### src/rtl/cic_rate_ctrl_pkg.sv
`default_nettype none
// ============================================================================
// Module      : cic_rate_ctrl_pkg
// Description : Shared radio definitions. It holds the rate codes used by the
//               decimator chain and the rate controller, the controller state
//               encoding, and a helper that sizes the shared down-counter.
// Revision    : 1.0 - initial release
// ============================================================================
package cic_rate_ctrl_pkg;

    // Rate codes. The decimator chain uses the same rate codes.
    localparam logic [1:0] c_RATE_48K  = 2'd0;
    localparam logic [1:0] c_RATE_96K  = 2'd1;
    localparam logic [1:0] c_RATE_192K = 2'd2;
    localparam logic [1:0] c_RATE_384K = 2'd3;

    // Rate controller state encoding
    typedef enum logic [1:0] {
        ST_RUN    = 2'd0,
        ST_DRAIN  = 2'd1,
        ST_CLEAR  = 2'd2,
        ST_SETTLE = 2'd3
    } state_t;

    // Width needed to hold the largest of the three reload values
    function automatic int cnt_width(input int a, input int b, input int c);
        int m;
        m = a;
        if (b > m) m = b;
        if (c > m) m = c;
        return (m < 1) ? 1 : $clog2(m + 1);
    endfunction

endpackage
`default_nettype wire

### src/rtl/cic_rate_counter.sv
`default_nettype none
// ============================================================================
// Module      : cic_rate_counter
// Description : Loadable down-counter with a zero flag. One instance is shared
//               by the flush, settle and drain-timeout counting.
// Ports       : clock    - rising-edge clock
//               reset_n  - synchronous active-low reset (clears the count)
//               i_load   - load i_value (this has priority over i_dec)
//               i_value  - reload value
//               i_dec    - decrement by one
//               o_count  - current count
//               o_zero   - count is zero
// Revision    : 1.0 - initial release
// ============================================================================
module cic_rate_counter #(
    parameter int WIDTH = 8
) (
    input  logic             clock,
    input  logic             reset_n,
    input  logic             i_load,
    input  logic [WIDTH-1:0] i_value,
    input  logic             i_dec,
    output logic [WIDTH-1:0] o_count,
    output logic             o_zero
);

    logic [WIDTH-1:0] r_count;

    // The controller never asks for a decrement at zero, so no guard is needed.
    always_ff @(posedge clock) begin
        if (!reset_n) begin
            r_count <= '0;
        end else if (i_load) begin
            r_count <= i_value;
        end else if (i_dec) begin
            r_count <= r_count - WIDTH'(1);
        end
    end

    assign o_count = r_count;
    assign o_zero  = (r_count == '0);

endmodule
`default_nettype wire

### src/rtl/cic_rate_ctrl.sv
`default_nettype none
// ============================================================================
// Module      : cic_rate_ctrl
// Description : Sample-rate change controller for the CIC decimator chain.
//               When a new rate is requested, the controller waits for an
//               output boundary (DRAIN). It then switches the rate and clears
//               the chain for a fixed number of clocks (CLEAR). It then
//               suppresses the first output strobes while the filter refills
//               (SETTLE) and returns to RUN.
// Ports       : clock          - rising-edge clock
//               reset_n        - synchronous active-low reset
//               rate_req       - requested rate code
//               rate_req_valid - request qualifier (used only when ready)
//               rate_req_ready - high in RUN
//               in_strobe      - ADC-rate sample strobe
//               cic_out_strobe - decimator output strobe
//               rate_sel       - active rate code to the decimator chain
//               cic_in_strobe  - gated input strobe to the chain
//               cic_clear      - synchronous clear of the chain
//               sample_valid   - qualified output strobe
//               busy           - high outside RUN
//               change_count   - completed rate changes (wraps)
// Revision    : 1.0 - initial release
// ============================================================================
module cic_rate_ctrl
    import cic_rate_ctrl_pkg::*;
#(
    parameter int RESET_RATE     = 0,
    parameter int FLUSH_CYCLES   = 16,
    parameter int SETTLE_OUTPUTS = 8,
    parameter int DRAIN_TIMEOUT  = 4096
) (
    input  logic       clock,
    input  logic       reset_n,
    input  logic [1:0] rate_req,
    input  logic       rate_req_valid,
    output logic       rate_req_ready,
    input  logic       in_strobe,
    input  logic       cic_out_strobe,
    output logic [1:0] rate_sel,
    output logic       cic_in_strobe,
    output logic       cic_clear,
    output logic       sample_valid,
    output logic       busy,
    output logic [7:0] change_count
);

    localparam int               c_CNT_W      = cnt_width(FLUSH_CYCLES, SETTLE_OUTPUTS, DRAIN_TIMEOUT);
    localparam logic [c_CNT_W-1:0] c_FLUSH_LIM  = c_CNT_W'(FLUSH_CYCLES);
    localparam logic [c_CNT_W-1:0] c_SETTLE_LIM = c_CNT_W'(SETTLE_OUTPUTS);
    localparam logic [c_CNT_W-1:0] c_DRAIN_LIM  = c_CNT_W'(DRAIN_TIMEOUT);
    localparam logic [c_CNT_W-1:0] c_CNT_ONE    = c_CNT_W'(1);
    localparam logic [1:0]         c_RESET_RATE = 2'(RESET_RATE);

    state_t             r_state;
    state_t             w_next_state;
    logic [1:0]         r_rate_sel;
    logic [1:0]         r_pending;
    logic [7:0]         r_change_count;
    logic               r_entry;       // first clock in the current state
    logic               r_booted;      // the reset-time flush has completed

    logic               w_accept;
    logic               w_event;
    logic [c_CNT_W-1:0] w_limit;
    logic [c_CNT_W-1:0] w_rem;
    logic               w_rem_zero;
    logic               w_done;
    logic               w_cnt_load;
    logic               w_cnt_dec;
    logic [c_CNT_W-1:0] w_cnt_value;
    logic [c_CNT_W-1:0] w_cnt_count;
    logic               w_cnt_zero;

    // ------------------------------------------------------------------------
    // Shared counter. On the first clock of a state, the stored count is not
    // yet valid. That clock works from the state's limit and loads what is
    // left after its own event. This gives a fresh count on every entry,
    // including the entry forced by reset, which leaves the stored count at
    // zero.
    // ------------------------------------------------------------------------
    always_comb begin
        w_limit = '0;
        w_event = 1'b0;
        case (r_state)
            ST_DRAIN: begin
                w_limit = c_DRAIN_LIM;
                w_event = 1'b1;
            end
            ST_CLEAR: begin
                w_limit = c_FLUSH_LIM;
                w_event = 1'b1;
            end
            ST_SETTLE: begin
                w_limit = c_SETTLE_LIM;
                w_event = cic_out_strobe;
            end
            default: ;
        endcase
    end

    assign w_rem      = r_entry ? w_limit : w_cnt_count;
    assign w_rem_zero = r_entry ? (w_limit == '0) : w_cnt_zero;
    // Done either when nothing is left (zero-length limit) or when this
    // clock's event consumes the last unit.
    assign w_done     = w_rem_zero || (w_event && (w_rem == c_CNT_ONE));

    assign w_cnt_load  = r_entry;
    assign w_cnt_value = w_rem_zero ? '0 : (w_event ? (w_rem - c_CNT_ONE) : w_rem);
    assign w_cnt_dec   = !r_entry && w_event && !w_rem_zero;

    cic_rate_counter #(
        .WIDTH (c_CNT_W)
    ) u_counter (
        .clock   (clock),
        .reset_n (reset_n),
        .i_load  (w_cnt_load),
        .i_value (w_cnt_value),
        .i_dec   (w_cnt_dec),
        .o_count (w_cnt_count),
        .o_zero  (w_cnt_zero)
    );

    // ------------------------------------------------------------------------
    // FSM
    // ------------------------------------------------------------------------
    always_ff @(posedge clock) begin
        if (!reset_n) begin
            r_state <= ST_CLEAR;
            r_entry <= 1'b1;
        end else begin
            r_state <= w_next_state;
            r_entry <= (w_next_state != r_state);
        end
    end

    always_comb begin
        w_next_state = r_state;
        w_accept     = 1'b0;
        case (r_state)
            ST_RUN: begin
                // A request for the current rate is a no-op.
                if (rate_req_valid && (rate_req != r_rate_sel)) begin
                    w_accept     = 1'b1;
                    w_next_state = ST_DRAIN;
                end
            end
            ST_DRAIN: begin
                if (cic_out_strobe || w_done) begin
                    w_next_state = ST_CLEAR;
                end
            end
            ST_CLEAR: begin
                if (w_done) begin
                    w_next_state = ST_SETTLE;
                end
            end
            ST_SETTLE: begin
                if (w_done) begin
                    w_next_state = ST_RUN;
                end
            end
            default: w_next_state = ST_CLEAR;
        endcase
    end

    // ------------------------------------------------------------------------
    // Rate registers and change counter
    // ------------------------------------------------------------------------
    always_ff @(posedge clock) begin
        if (!reset_n) begin
            r_rate_sel     <= c_RESET_RATE;
            r_pending      <= c_RESET_RATE;
            r_change_count <= '0;
            r_booted       <= 1'b0;
        end else begin
            if (w_accept) begin
                r_pending <= rate_req;
            end
            // The new rate is presented to the chain from the first clock
            // of CLEAR.
            if ((r_state == ST_DRAIN) && (w_next_state == ST_CLEAR)) begin
                r_rate_sel <= r_pending;
            end
            // The first return to RUN after reset is the start-up flush.
            // It is not counted as a rate change.
            if ((r_state == ST_SETTLE) && (w_next_state == ST_RUN)) begin
                r_booted <= 1'b1;
                if (r_booted) begin
                    r_change_count <= r_change_count + 8'd1;
                end
            end
        end
    end

    // ------------------------------------------------------------------------
    // Outputs
    // ------------------------------------------------------------------------
    assign rate_req_ready = (r_state == ST_RUN);
    assign busy           = (r_state != ST_RUN);
    assign cic_clear      = (r_state == ST_CLEAR);
    assign cic_in_strobe  = in_strobe && (r_state != ST_CLEAR);
    assign sample_valid   = cic_out_strobe && ((r_state == ST_RUN) || (r_state == ST_DRAIN));
    assign rate_sel       = r_rate_sel;
    assign change_count   = r_change_count;

endmodule
`default_nettype wire
### config.mk
export PLATFORM = sky130hd
export DESIGN_NAME = cic_rate_ctrl
export DESIGN_NICKNAME = d
export VERILOG_FILES = /design/src/rtl/cic_rate_ctrl_pkg.sv /design/src/rtl/cic_rate_counter.sv /design/src/rtl/cic_rate_ctrl.sv
export SDC_FILE = /design/constraint.sdc
export NUM_CORES = 1
export LEC_CHECK = 0
export CORE_MARGIN = 4
export CORE_UTILIZATION = 40
export DETAILED_ROUTE_END_ITERATION = 12
export PLACE_DENSITY_LB_ADDON = 0.2
export REMOVE_ABC_BUFFERS = 1
export SYNTH_ARGS = -nofsm -noshare
export SYNTH_HDL_FRONTEND = slang
export SYNTH_SLANG_ARGS = --single-unit
export TNS_END_PERCENT = 30
### constraint.sdc
create_clock -name clock -period 6 [get_ports clock]
set_input_delay 1.2 -clock clock [delete_from_list [all_inputs] [get_ports clock]]
set_output_delay 1.2 -clock clock [all_outputs]
set_load 0.01 [all_outputs]
==> parameters.txt <==
Parameter                              Value

Setup path
  Data required time of the worst path    4.80 ns
  Worst endpoint data arrival time    approximately 2.4 ns
  Worst Setup Start Kind    input port
  Type of destination of the critical path    output pin
  Crit Path Max Fanout    3
  Category of the most critical setup path    in -> out

Place
  Total of buffers placed on input and output ports    21
  Final weighted congestion of routability-driven global placement    slightly below 0.8
  Cell count after placement    between 300 and 400
  HPWL Detailed    3090 um

Synth
  Synthesized netlist cell count    ~240
  Largest area contributor in the synthesized netlist    sky130_fd_sc_hd__dfxtp_1
  Sequential area share after synthesis    0.302
  Area of the mapped netlist    just under 0.002 mm^2
  Synth top area cells    sky130_fd_sc_hd__dfxtp_1, sky130_fd_sc_hd__ha_1, sky130_fd_sc_hd__nor2_1
  Mapped Avg Cell Area    just over 8 um^2
  Async set-reset flop share out of synthesis    0
  Post-synthesis register bit count    29
  Post-synthesis cell type count    54
  Number of warnings reported in the yosys synthesis log    0
  Most frequently used flop master after synthesis    sky130_fd_sc_hd__dfxtp_1
  Number of flops mapped to enable cells by yosys    0
  Share of the synthesized area in the top cell type    0.302

STA
  Setup repair after global routing missed its margin    no
  Post-route minimum period    ~3.6 ns
  Fin. max-slew vios    0
  Minimum hold slack    between 0.4 and 0.5 ns
  Final hold violation count    0
  Setup tns final    0 ns
  Achievable clock frequency    about 280 MHz
  Max-Slew Margin vs Limit    0.472
  Post-Route Skew    between 0.002 and 0.0025 ns
  Final cycle utilization of the critical path    0.599
  Actual slew at the worst max-slew pin    0.791 ns
  Final setup violation count    0

Clock tree
  Clock-pin transition on the worst setup and hold timing paths    approximately 0.060 ns
  Maximum clock insertion buffer count    2
  Latest clock arrival within the worst-skew pair    about 0.27 ns
  Number of buffers added by the clock tree synthesis step    5
  Clock sink count    29
  Clock tree root driver cell    sky130_fd_sc_hd__clkbuf_8
  Post-CTS sizing    0
  CTS hold repair buffers    0
  Clock tree from TritonCTS    yes
  Post-CTS setup buffers    0
  Clock H-tree levels    2

Power and ir drop
  Cell-internal power    roughly 590 uW
  Switching part of the total    0.462
  P_leak    0.000847 uW
  Combinational share of power    0.576
  Pwr per Cell Area    485 mW/mm^2
  Net Switching    around 500 uW
  Power share of the sequential group    0.275
  Share of total power in the clock network    0.149
  Peak supply drop    0.212 mV

Floorplanning
  Std-Cell Rows    24
  Core Area    approximately 0.0045 mm^2
  Starting Density    0.427
  Die ar.    about 0.006 mm^2
  Die extent in y    between 70 and 80 um
  Ports placed on the boundary    22
  Horizontal extent of the die    77.3 um

Routing
  Number of remaining DRC errors    0
  Final Routed Wirelength    roughly 4300 um
  Detailed-router iteration count before antenna repair    4
  Average detailed-routed wire length per instance    14.1 um
  Drt initial violations    approximately 130
  Routed vias/inst    approximately 5.7
  Total via count after detailed routing    approximately 1700
  Number of antenna-violating nets in the routed design    0

Final layout
  Number of diodes    0
  Share of final-layout standard cells stronger than drive strength 1    0.0898
  Final layout net count    roughly 270
  Count of non-filler cells in the finished layout    308
  Layout area overhead    16.9%

Job
  Max-cap viol count    0

Global routing
  Global-route wire length before repair    about 7700 um
  Total congestion overflow    0
  Number of global-route vias before repair    1580
  Maximum number of pins on one net before global-route repair    23
  Antenna violations before repair    0
  Total Routing Usage GR    0.154

Min path
  Class of the tightest hold or removal check    reg -> reg

Status
  Outcome    finished clean
metal layers:
layer  vias up  share of wire  GRT usage
met5         -              0          0
met4         0         0.0037     0.0427
met3         2          0.048     0.0363
met2        47           0.41      0.217
met1       794           0.54      0.233
li1        899              -          -
area by class of cell:
cell class	count	area (um^2)
clock buffers	7	86.3
fillers	448	2260
inverters	11	41.3
multi-input cells	187	1250
flip-flops and latches	29	581
well taps	52	65.1
repair buffers	22	218
power groups by stage:
stage	Sequential, uW	Clock (uW)	Combinational [uW]
2_1_floorplan	284	0	491
3_3_place_gp	303	0	619
3_5_place_dp	303	0	620
4_1_cts	298	169	628
5_1_grt	311	177	709
6_report	300	162	628
synthesized netlist by cell type, drive strengths merged (2+ instances only):
cell and n:
nor2 32, dfxtp 29, nand2 20, a21oi 19, ha 11, inv 11
clkbuf 9, nor3 9, o21ai 9, mux2i 6, nand2b 5, nand3 5
o22ai 5, xnor2 5, a211oi 4, a31oi 4, or4 4, xor2 4
a21o 3, a41oi 3, and2 3, nor4 3, o41ai 3, or3 3
and4 2, nand4 2, nor3b 2, o21a 2, o221a 2, o31ai 2
or2 2
critical path, stage by stage:
cell	delay, ns
sky130_fd_sc_hd__clkdlybuf4s50_1	0.50
sky130_fd_sc_hd__inv_1	0.07
sky130_fd_sc_hd__nor2_1	0.09
sky130_fd_sc_hd__clkdlybuf4s50_1	0.54
state kept, by name, indices dropped and copies added (netlist names):
| signal | flops |
|---|---|
| rate_sel | 2 |
| r_booted | 1 |
| r_pending | 2 |
| r_state | 2 |
| r_entry | 1 |
| change_count | 8 |
| u_counter.o_count | 13 |
path summary, 6_finish.rpt:
path | from | to | slack (ns) | cells after the start
worst min-delay path | r_pending[0] | rate_sel[0] | 0.47 | 2
worst max register to register | r_entry | change_count[4] | 2.90 | 9
worst min register to register | r_pending[0] | rate_sel[0] | 0.47 | 2
worst max-delay path | cic_out_strobe | sample_valid | 2.40 | 4
cells in the final DEF (no fill, tap or decap), types with 2 or more instances in the layout:
cell type / Yosys / routed
sky130_fd_sc_hd__o221a_2: 2 / 2
sky130_fd_sc_hd__nand2_1: 19 / 19
sky130_fd_sc_hd__dfxtp_1: 29 / 29
sky130_fd_sc_hd__inv_1: 11 / 11
sky130_fd_sc_hd__a21oi_1: 19 / 19
sky130_fd_sc_hd__or3_1: 3 / 3
sky130_fd_sc_hd__nand3_1: 5 / 5
sky130_fd_sc_hd__a211oi_1: 3 / 3
sky130_fd_sc_hd__o21a_1: 2 / 2
sky130_fd_sc_hd__mux2i_1: 6 / 6
sky130_fd_sc_hd__and2_1: 2 / 2
sky130_fd_sc_hd__nor2_1: 31 / 31
sky130_fd_sc_hd__nand2b_1: 5 / 5
sky130_fd_sc_hd__o21ai_0: 9 / 9
sky130_fd_sc_hd__a31oi_1: 4 / 4
sky130_fd_sc_hd__nand4_1: 2 / 2
sky130_fd_sc_hd__o31ai_1: 2 / 2
sky130_fd_sc_hd__nor3b_2: 2 / 2
sky130_fd_sc_hd__a21o_1: 3 / 3
sky130_fd_sc_hd__xor2_1: 4 / 4
sky130_fd_sc_hd__clkbuf_8: 0 / 6
sky130_fd_sc_hd__a41oi_1: 3 / 3
sky130_fd_sc_hd__and4_1: 2 / 2
sky130_fd_sc_hd__clkdlybuf4s50_1: 0 / 21
sky130_fd_sc_hd__xnor2_1: 5 / 5
sky130_fd_sc_hd__ha_1: 11 / 11
sky130_fd_sc_hd__or2_2: 2 / 2
sky130_fd_sc_hd__nor4_1: 2 / 2
sky130_fd_sc_hd__nor3_1: 9 / 9
sky130_fd_sc_hd__o22ai_1: 4 / 4
sky130_fd_sc_hd__or4_1: 3 / 3
per-stage QoR:
step / instance area [um^2] / setup slack, ns / total power, uW / utilization
after floorplan: 1880 / 2.92 / 775 / -
after global placement: 2160 / 2.31 / 921 / 0.479
after detailed placement: 2160 / 2.26 / 923 / 0.479
after CTS: 2250 / 2.39 / 1090 / 0.499
after global routing: 2250 / 2.32 / 1200 / 0.499
final: 2250 / 2.40 / 1090 / 0.499
logic make-up (layout without fill, tap and decap cells):
kind of cell,after synthesis,count (layout),share of synthesized area
compound gates,65,65,0.244
xor+xnor,9,9,0.0410
fa+ha+maj,11,11,0.0716
buf+inv,21,40,0.0449
flops,29,29,0.302
mux,7,7,0.0371
simple gates,95,95,0.259
No activity file was read; power rests on OpenSTA's default activity.
